==> config.mk <==
export PLATFORM = sky130hd
export DESIGN_NAME = div_seq
export DESIGN_NICKNAME = d
export VERILOG_FILES = /design/src/rtl/div_seq.sv
export SDC_FILE = /design/constraint.sdc
export NUM_CORES = 1
export LEC_CHECK = 0
export CAP_MARGIN = 0
export CORE_MARGIN = 2
export CORE_UTILIZATION = 57
export CTS_CLUSTER_DIAMETER = 40
export DETAILED_ROUTE_END_ITERATION = 8
export PLACE_DENSITY = 0.86
export SYNTH_ARGS = -nofsm -noshare
export SYNTH_HDL_FRONTEND = slang
export SYNTH_SLANG_ARGS = --single-unit
==> constraint.sdc <==
create_clock -name clk -period 3.98 [get_ports clk]
set_clock_uncertainty 0.05 [all_clocks]
set_input_delay 0.796 -clock clk [delete_from_list [all_inputs] [get_ports clk]]
set_output_delay 0.796 -clock clk [all_outputs]
set_load 0.1 [all_outputs]
==> src/rtl/div_seq.sv <==
// Sequential restoring divider: one quotient bit per clock, start/done handshake.
// Optional macro DIV_ZERO_CHECK_EN short-circuits a zero divisor to a one-cycle result.
module div_seq #(
  parameter int WIDTH = 8
) (
  input  logic             clk,
  input  logic             rst_n,
  input  logic             start,
  input  logic [WIDTH-1:0] dividend,
  input  logic [WIDTH-1:0] divisor,
  output logic [WIDTH-1:0] quotient,
  output logic [WIDTH-1:0] remainder,
  output logic             busy,
  output logic             done,
  output logic             div_by_zero
);

  localparam int CNT_W = $clog2(WIDTH);

  typedef enum logic [1:0] {IDLE, RUN, DONE} state_t;

  state_t           state, state_next;
  logic [WIDTH-1:0] q_reg, d_reg;
  // The restored partial remainder is always below the divisor, so its top bit
  // is permanently zero and only WIDTH bits are held.
  logic [WIDTH-1:0] r_reg;
  logic [CNT_W-1:0] count;

  logic [WIDTH:0]   r_shift, trial;
  logic [WIDTH-1:0] r_next, q_next;
  logic             sel;
  logic             accept, finish, last_iter, zero_skip;
  logic [WIDTH-1:0] fin_q, fin_r;

  function automatic logic [WIDTH-1:0] mux2(input logic [WIDTH-1:0] d0,
                                            input logic [WIDTH-1:0] d1,
                                            input logic             s);
    return s ? d1 : d0;
  endfunction

  // One restoring step: shift {R,Q}, trial-subtract, keep the difference if non-negative.
  assign r_shift   = {r_reg, q_reg[WIDTH-1]};
  assign trial     = r_shift - {1'b0, d_reg};
  assign sel       = ~trial[WIDTH];
  assign r_next    = mux2(r_shift[WIDTH-1:0], trial[WIDTH-1:0], sel);
  assign q_next    = {q_reg[WIDTH-2:0], sel};
  assign last_iter = (count == CNT_W'(WIDTH - 1));

`ifdef DIV_ZERO_CHECK_EN
  logic dz_flag;
  assign zero_skip = dz_flag;

  always_ff @(posedge clk or negedge rst_n) begin
    if (!rst_n) begin
      dz_flag     <= 1'b0;
      div_by_zero <= 1'b0;
    end else begin
      if (accept) dz_flag <= (divisor == '0);
      if (finish) div_by_zero <= dz_flag;
    end
  end
`else
  assign zero_skip   = 1'b0;
  assign div_by_zero = 1'b0;
`endif

  // Zero-divisor short cut returns all ones and the untouched dividend still in Q.
  assign fin_q = zero_skip ? '1    : q_next;
  assign fin_r = zero_skip ? q_reg : r_next;

  always_ff @(posedge clk or negedge rst_n) begin
    if (!rst_n) state <= IDLE;
    else        state <= state_next;
  end

  // NOTE: every signal written here gets a default first so no latch is inferred
  // on paths that do not assign it.
  always_comb begin
    state_next = state;
    accept     = 1'b0;
    finish     = 1'b0;
    case (state)
      IDLE: if (start) begin
        accept     = 1'b1;
        state_next = RUN;
      end
      RUN: if (last_iter || zero_skip) begin
        finish     = 1'b1;
        state_next = DONE;
      end
      DONE:    state_next = IDLE;
      default: state_next = IDLE;
    endcase
  end

  // NOTE: sequential state uses non-blocking assignments so every register in
  // this block samples the pre-edge values regardless of statement order.
  always_ff @(posedge clk or negedge rst_n) begin
    if (!rst_n) begin
      q_reg     <= '0;
      d_reg     <= '0;
      r_reg     <= '0;
      count     <= '0;
      quotient  <= '0;
      remainder <= '0;
      busy      <= 1'b0;
      done      <= 1'b0;
    end else begin
      done <= 1'b0;
      if (accept) begin
        q_reg <= dividend;
        d_reg <= divisor;
        r_reg <= '0;
        count <= '0;
        busy  <= 1'b1;
      end else if (state == RUN) begin
        q_reg <= q_next;
        r_reg <= r_next;
        count <= count + CNT_W'(1);
        if (finish) begin
          quotient  <= fin_q;
          remainder <= fin_r;
          busy      <= 1'b0;
          done      <= 1'b1;
        end
      end
    end
  end

endmodule

==> impl_metrics.yaml, run 1 <==
place:
  dp_cells: 307
  numPortBuffers: 36
  gp_congestion: 0.860
  dp_hpwl_um: 3440
hold_path:
  hp-start: "remainder[6]"
  hold_class: "register to register"
logic_synthesis:
  yosys_most_used_dff: "dfrtp_1"
  yosysTopAreaCell: "dfrtp_1"
  post_synth_inst_count: 229
  netlist_area_mm2: 0.00236
  synth_common_cells: "nand2_1 (50), dfrtp_1 (47), o21ai_0 (15)"
  synth.most_common_cell: "nand2_1"
  synth-async-reset-ratio_pct: 100
  syn-num-nets: 259
  synth_area_per_cell_um2: 10.3
  synth_edf_count: 0
  synth.distinct_cells: 46
  netlist.area_leader.share_pct: 49.8
  yosysSeqAreaShare_pct: 49.8
  ys_warn_count: 0
  synth-seq-cells: 47
  synthTopCellsByArea: "dfrtp_1 (50%), nand2_1 (7.9%), ha_1 (5.3%)"
die:
  die_area_mm2: 0.00467
  num_rows: 23
  initial_core_util_pct: 59.0
  die_x_um: 68.4
  pin_count: 38
  core_mm2: 0.00400
  die_y_um: 68.4
status:
  status: "completed"
detailed_routing:
  vias_per_cell: 5.62
  ant_nets: 0
  drt_wl_total_um: 4820
  drt_pass1_iterations: 4
  route.detailed.drc: 0
  num_vias: 1771
  drt-wirelength-per-cell_um: 15.3
  drt_first_iter_violations: 179
grt:
  grtUsageTotal_pct: 22.7
  grt_max_degree: 48
  antenna_found_initial: 0
  grt.overflow.total: 0
  grt_pass1_vias: 1640
  grt_first_pass_wirelength_um: 7650
setup_path:
  crit_start: "remainder[0]"
  crit_arrival_ns: 1.83
  path_cells: "clkdlybuf4s50_1"
  worstPathRequired_ns: 3.13
  critical_path_buf_inv_count: 1
  path_class: "register to output pin"
  path_delay_family: "buffers and inverters"
  cp-end-kind: "output pin"
  crit_path_max_fanout: 2
  slowest_delay_ns: 1.14
  crit_slowest_cell: "clkdlybuf4s50_1"
  startpoint_type: "register"
  rr_startpoint: "q_reg[7]"
sta:
  final_max_slew_viol_count: 0
  whs_ns: 0.438
  finalCritPeriodShare_pct: 67.1
  hold_viol: 0
  setup_violations: 0
  fin_setup_tns_ns: 0
  tightest_slew_ns: 1.05
  fin_crit_ns: 2.67
  maxSlewHeadroom_pct: 30.1
  grt_setup_unrepaired: "false"
  clock.fmax_mhz: 374
clock_network:
  clk_pin_slew_ns: 0.09
  cts_resized: 0
  clockRootBuffer: "clkbuf_8"
  clock_sinks: 47
  cts_tree: "built"
  cts_setup_buffers: 0
  htreeDepth: 2
  cts_buffer_depth: 2
  hold_buffers: 0
  insertion_delay_ns: 0.30
  numCtsBuffers: 5
flow_run:
  max-cap-violations: 0
final_layout:
  diodes: 0
  drive_gt1_share_pct: 12.5
  final_core_util_pct: 71.3
  area_delta_synth_final_pct: 20.7
  fill_cells: 298
  instances_no_fill: 315
  nNetsFinal: 294
==> logic make-up (layout without fill, tap and decap cells) <==
group           after synthesis  count (layout)  share of synthesized area [%]
compound gates               57              57                           17.9
xor+xnor                      4               4                           1.48
fa+ha+maj                    11              11                           6.15
buf+inv                      25              61                           4.50
flops                        47              47                           49.8
mux                          16              16                           7.47
other cells                   1               1                          0.159
simple gates                 68              68                           12.6
==> placed cells by master (no fill, tap or decap), drive strengths merged, types with 2 or more instances in the layout <==
cell type / synthesis / final
nor3: 2 / 2
xor2: 3 / 3
nand2: 50 / 50
a21oi: 5 / 5
ha: 10 / 10
o211ai: 2 / 2
mux2i: 6 / 6
mux2: 10 / 10
o21ai: 21 / 21
buf: 3 / 4
nand2b: 3 / 3
clkbuf: 8 / 6
a22oi: 7 / 7
o22ai: 7 / 7
a21o: 2 / 2
a2111oi: 2 / 2
dfrtp: 47 / 47
nand3: 2 / 2
a211oi: 4 / 4
nor3b: 2 / 2
inv: 14 / 15
clkdlybuf4s50: 0 / 35
nor2: 5 / 5
==> through the flow <==
| stage | instance area, µm² | setup WS [ns] |
|---|---|---|
| after global routing | 2850 | 1.10 |
| after CTS | 2850 | 1.30 |
| after global placement | 2750 | 1.41 |
| after detailed placement | 2750 | 1.33 |
| after floorplan | 2360 | 1.51 |
| final | 2850 | 1.31 |
==> worst paths after layout <==
check	cells after the start	slack [ns]	to
max in group asynchronous	1	2.61	remainder[6]
worst max-delay path	1	1.31	remainder[0]
min in group asynchronous	1	0.63	d_reg[1]
worst min-delay path	2	0.44	remainder[6]
worst min register to register	2	0.44	remainder[6]
worst max register to register	10	1.31	r_reg[5]
==> layer usage <==
metal	up-vias	routed length [µm]	global-route usage, %	share of wire, %
li1	859	-	-	-
met1	863	2130	29.9	44
met2	40	2450	37.0	51
met3	9	178	6.09	3.7
met4	0	58	6.50	1.2
met5	-	0	0	0
==> final cells by class <==
| class | instances | area [µm²] | area share (%) |
|---|---|---|---|
| sequential | 47 | 1180 | 41.3 |
| multi-input combinational | 157 | 1080 | 38.1 |
| timing repair buffer | 39 | 378 | 13.3 |
| clock buffer | 6 | 82.6 | 2.90 |
| tap | 50 | 62.6 | 2.19 |
| inverter | 14 | 52.6 | 1.84 |
| clock inverter | 2 | 13.8 | 0.483 |
Power of run 1 is not shown: default switching activity piles up to over one toggle a cycle in this logic, so the estimate is an artifact.
==> inputs of run 2 (changes only) <==
--- a/config.mk
+++ b/config.mk
@@ -7,10 +7,10 @@
 export LEC_CHECK = 0
 export CAP_MARGIN = 0
 export CORE_MARGIN = 2
-export CORE_UTILIZATION = 57
+export CORE_UTILIZATION = 53
 export CTS_CLUSTER_DIAMETER = 40
 export DETAILED_ROUTE_END_ITERATION = 8
-export PLACE_DENSITY = 0.86
+export PLACE_DENSITY = 0.81
 export SYNTH_ARGS = -nofsm -noshare
 export SYNTH_HDL_FRONTEND = slang
 export SYNTH_SLANG_ARGS = --single-unit
==> constraint.sdc (replaced) <==
create_clock -name clk -period 2.54 [get_ports clk]
set_clock_uncertainty 0.05 [all_clocks]
set_input_delay 0.508 -clock clk [delete_from_list [all_inputs] [get_ports clk]]
set_output_delay 0.508 -clock clk [all_outputs]
set_load 0.1 [all_outputs]
==> impl_metrics.yaml, run 2 (same netlist as run 1, synthesis figures left out) <==
sta:
  grt_setup_unrepaired: "true"
  fin_crit_ns: 2.54
  finalCritPeriodShare_pct: 100
  fin_setup_tns_ns: 0
  final_max_slew_viol_count: 0
  hold_viol: 0
  maxSlewHeadroom_pct: 50.9
  clock.fmax_mhz: 394
  setup_violations: 0
  tightest_slew_ns: 0.737
setup_path:
  startpoint_type: "register"
  crit_slowest_cell: "fa_2"
  cp-end-kind: "register"
  critical_path_buf_inv_count: 3
  crit_arrival_ns: 2.72
  path_delay_family: "compound AO/OA/AOI/OAI gates"
  path_cells: "inv_2, ha_4, inv_2, fa_2, a211oi_4, o211ai_2, a221oi_2, buf_4, mux2_4, o22ai_2"
  slowest_delay_ns: 0.41
  path_class: "register to register"
  crit_path_max_fanout: 5
  crit_path_frequent_cell: "inv_2"
  worstPathRequired_ns: 2.72
grt:
  antenna_found_initial: 0
  grt.overflow.total: 0
  grt_max_degree: 48
  grt_first_pass_wirelength_um: 8520
  grt_pass1_vias: 1708
  grtUsageTotal_pct: 22.0
detailed_routing:
  num_vias: 1756
  drt_pass1_iterations: 4
  drt_first_iter_violations: 109
  drt-wirelength-per-cell_um: 15.4
  route.detailed.drc: 0
  drt_wl_total_um: 5070
  ant_nets: 0
  vias_per_cell: 5.35
clock_network:
  insertion_delay_ns: 0.31
  clock_sinks: 47
  cts_tree: "built"
  htreeDepth: 2
  clk_pin_slew_ns: 0.09
  numCtsBuffers: 5
  cts_buffer_depth: 2
  clockRootBuffer: "clkbuf_8"
status:
  status: "completed"
hold_path:
  hold_class: "input port to async pin"
final_layout:
  area_delta_synth_final_pct: 25.6
  drive_gt1_share_pct: 27.2
  diodes: 0
  nNetsFinal: 305
  layout_commonest_cell: "nand2_1"
  mostFrequentLayoutCells: "nand2_1 (50), dfrtp_1 (47), buf_4 (31)"
place:
  numPortBuffers: 36
  gp_congestion: 0.842
  dp_hpwl_um: 3610
die:
  core_mm2: 0.00432
  die_area_mm2: 0.00500
  num_rows: 24
  initial_core_util_pct: 54.6
  die_y_um: 70.7
  pin_count: 38
  die_x_um: 70.7
flow_run:
  max-cap-violations: 0
run 2: cell count changes in the layout (fill, tap and decap cells not counted), moves of 3 or more:
| cell | change |
|---|---|
| clkdlybuf4s50_1 | -18 |
| buf_4 | +28 |
| o21ai_2 | +3 |
| mux2i_1 | -3 |
| o21ai_0 | -3 |
run 2: worst paths after layout:
check | startpoint | cells after the start | slack (ns) | end
min in group clk | remainder[5] | 2 | 0.45 | remainder[5]
min reg2reg | remainder[5] | 2 | 0.45 | remainder[5]
max | q_reg[7] | 10 | 0.00004 | r_reg[0]
max reg2reg | q_reg[7] | 10 | 0.00004 | r_reg[0]
max in group asynchronous | rst_n | 2 | 1.80 | r_reg[0]
min | rst_n | 2 | 0.24 | d_reg[1]
run 2: through the flow:
| stage | cell area, µm² | hold slack [ns] | cells | utilization (%) | worst slack, ns |
|---|---|---|---|---|---|
| CTS | 2870 | 0.249 | 325 | 66.4 | 0.00417 |
| floorplan | 2360 | 0.162 | 229 | - | 0.0713 |
| finish | 2970 | 0.239 | 328 | 68.6 | 0.0000386 |
| detailed placement | 2760 | 0.428 | 316 | 63.9 | -0.0303 |
| global placement | 2760 | 0.418 | 316 | 63.9 | 0.0411 |
| global route | 2970 | 0.283 | 328 | 68.6 | -0.150 |
run 2: metal layers:
metal | share of wire (%) | global-route usage [%] | vias up
li1 | - | - | 883
met1 | 46 | 29.9 | 834
met2 | 49 | 36.2 | 33
met3 | 3.6 | 4.27 | 6
met4 | 1.2 | 6.29 | 0
met5 | 0 | 0 | -
run 2: area by class of cell:
type,count,area (µm²)
Clock inverter,2,16.3
Sequential cell,47,1180
Tap cell,52,65.1
Timing Repair Buffer,50,419
Inverter,14,52.6
Multi-Input combinational cell,157,1150
Fill cell,326,1360
Clock buffer,6,82.6
run 2: timing repair:
action / CTS / global route
pin swaps: 1 / 6
resized for setup: 1 / 19
setup endpoints to repair: 2 / 15
hold buffers: 0 / 0
setup buffers: 1 / 3
Power of run 2 is left out for the same reason.
==> inputs of run 3 (changes only) <==
--- a/config.mk
+++ b/config.mk
@@ -7,10 +7,11 @@
 export LEC_CHECK = 0
 export CAP_MARGIN = 0
 export CORE_MARGIN = 2
-export CORE_UTILIZATION = 53
+export CORE_UTILIZATION = 40
 export CTS_CLUSTER_DIAMETER = 40
+export CTS_CLUSTER_SIZE = 16
 export DETAILED_ROUTE_END_ITERATION = 8
-export PLACE_DENSITY = 0.81
+export PLACE_DENSITY = 0.65
 export SYNTH_ARGS = -nofsm -noshare
 export SYNTH_HDL_FRONTEND = slang
 export SYNTH_SLANG_ARGS = --single-unit
==> impl_metrics.yaml, run 3 (same netlist as run 1, synthesis figures left out) <==
die:
  die_area_mm2: 0.00653
  core_mm2: 0.00561
  pin_count: 38
  die_y_um: 80.8
  die_x_um: 80.8
  initial_core_util_pct: 42.1
  num_rows: 27
sta:
  clock.fmax_mhz: 396
  final_max_slew_viol_count: 0
  tightest_slew_ns: 0.727
  setup_violations: 0
  fin_crit_ns: 2.53
  hold_viol: 0
  finalCritPeriodShare_pct: 99.5
  grt_setup_unrepaired: "true"
  maxSlewHeadroom_pct: 51.6
grt:
  grt.overflow.total: 0
  grt_max_degree: 48
  grtUsageTotal_pct: 16.1
  antenna_found_initial: 0
  grt_pass1_vias: 1758
  grt_first_pass_wirelength_um: 8100
clock_network:
  htreeDepth: 2
  clk_pin_slew_ns: 0.09
  cts_buffer_depth: 2
  insertion_delay_ns: 0.30
  cts_tree: "built"
  clock_sinks: 47
  hold_buffers: 0
  numCtsBuffers: 5
  clockRootBuffer: "clkbuf_8"
status:
  status: "completed"
detailed_routing:
  ant_nets: 0
  drt_wl_total_um: 4920
  num_vias: 1778
  drt_pass1_iterations: 5
  drt-wirelength-per-cell_um: 14.2
  vias_per_cell: 5.14
  route.detailed.drc: 0
  drt_first_iter_violations: 113
hold_path:
  hold_class: "input port to async pin"
place:
  gp_congestion: 0.802
  dp_hpwl_um: 3530
  dp_cells: 335
  numPortBuffers: 36
setup_path:
  startpoint_type: "register"
  rr_endpoint: "r_reg[5]"
  crit_arrival_ns: 2.69
  path_cells: "inv_2, ha_4, inv_2, fa_2, a211oi_4, o211ai_2, a221oi_2, buf_6, mux2_4, o22ai_1"
  rrSetupSlack_ns: 0.01
  crit_slowest_cell: "fa_2"
  slowest_delay_ns: 0.41
  worstPathRequired_ns: 2.71
  crit_path_max_fanout: 6
  cp-end-kind: "register"
  path_delay_family: "compound AO/OA/AOI/OAI gates"
  critical_path_buf_inv_count: 3
  path_class: "register to register"
  rr_startpoint: "q_reg[7]"
  r2r_cells: 10
  crit_path_frequent_cell: "inv_2"
flow_run:
  max-cap-violations: 0
final_layout:
  drive_gt1_share_pct: 24.1
  nNetsFinal: 303
  layout_commonest_cell: "nand2_1"
  diodes: 0
  fill_cells: 539
  mostFrequentLayoutCells: "nand2_1 (50), dfrtp_1 (47), buf_4 (29)"
  instances_no_fill: 346
  area_delta_synth_final_pct: 24.0
==> run 3: cell types whose count changed in the layout (fill, tap and decap cells not counted), moves of 2 or more <==
cell	delta
buf_4	-2
o21ai_2	-2
mux2i_1	+3
o21ai_0	+2
mux2i_2	-2
==> run 3: worst max-delay path by stage <==
stage / from / to / slack, ns / cells after the start
finish: q_reg[7] / r_reg[5] / 0.01 / 10
global route: q_reg[7] / r_reg[5] / -0.09 / 10
CTS: q_reg[7] / r_reg[5] / 0.003 / 10
detailed placement: q_reg[7] / r_reg[5] / -0.004 / 10
global placement: q_reg[7] / r_reg[5] / 0.03 / 10
floorplan: q_reg[7] / r_reg[0] / 0.07 / 10
==> run 3: metal layers <==
layer / GRT usage [%] / share of wire, % / up-vias / routed length (µm)
met2: 27.3 / 49 / 38 / 2430
met4: 5.25 / 1.2 / 0 / 57
met1: 20.3 / 45 / 855 / 2220
met5: 0 / 0 / - / 0
met3: 3.78 / 4.2 / 6 / 209
li1: - / - / 879 / -
==> run 3: final cells by class <==
cell class / count / area [µm²] / area share (%)
Clock inverter: 3 / 22.5 / 0.769
Clock buffer: 5 / 68.8 / 2.35
Sequential cell: 47 / 1180 / 40.2
Multi-Input combinational cell: 157 / 1110 / 38.0
Inverter: 14 / 52.6 / 1.79
Tap cell: 72 / 90.1 / 3.08
Timing Repair Buffer: 48 / 404 / 13.8
==> run 3: through the flow <==
| stage | setup WS, ns | hold slack [ns] | cell area (µm²) | setup TNS, ns | utilization [%] |
|---|---|---|---|---|---|
| 6_report | 0.0129 | 0.238 | 2930 | 0 | 52.2 |
| 5_1_grt | -0.0943 | 0.284 | 2930 | -0.667 | 52.2 |
| 4_1_cts | 0.00305 | 0.268 | 2880 | 0 | 51.4 |
| 3_5_place_dp | -0.00402 | 0.420 | 2780 | -0.00402 | 49.6 |
| 3_3_place_gp | 0.0322 | 0.418 | 2780 | 0 | 49.6 |
| 2_1_floorplan | 0.0713 | 0.162 | 2360 | 0 | - |
==> run 3: timing repair <==
item | CTS | global route
buffers inserted | 0 | 2
gates cloned | 1 | 0
setup endpoints to repair | 2 | 14
pin swaps | 1 | 5
gates resized for setup | 2 | 9
Power of run 3 is left out for the same reason.
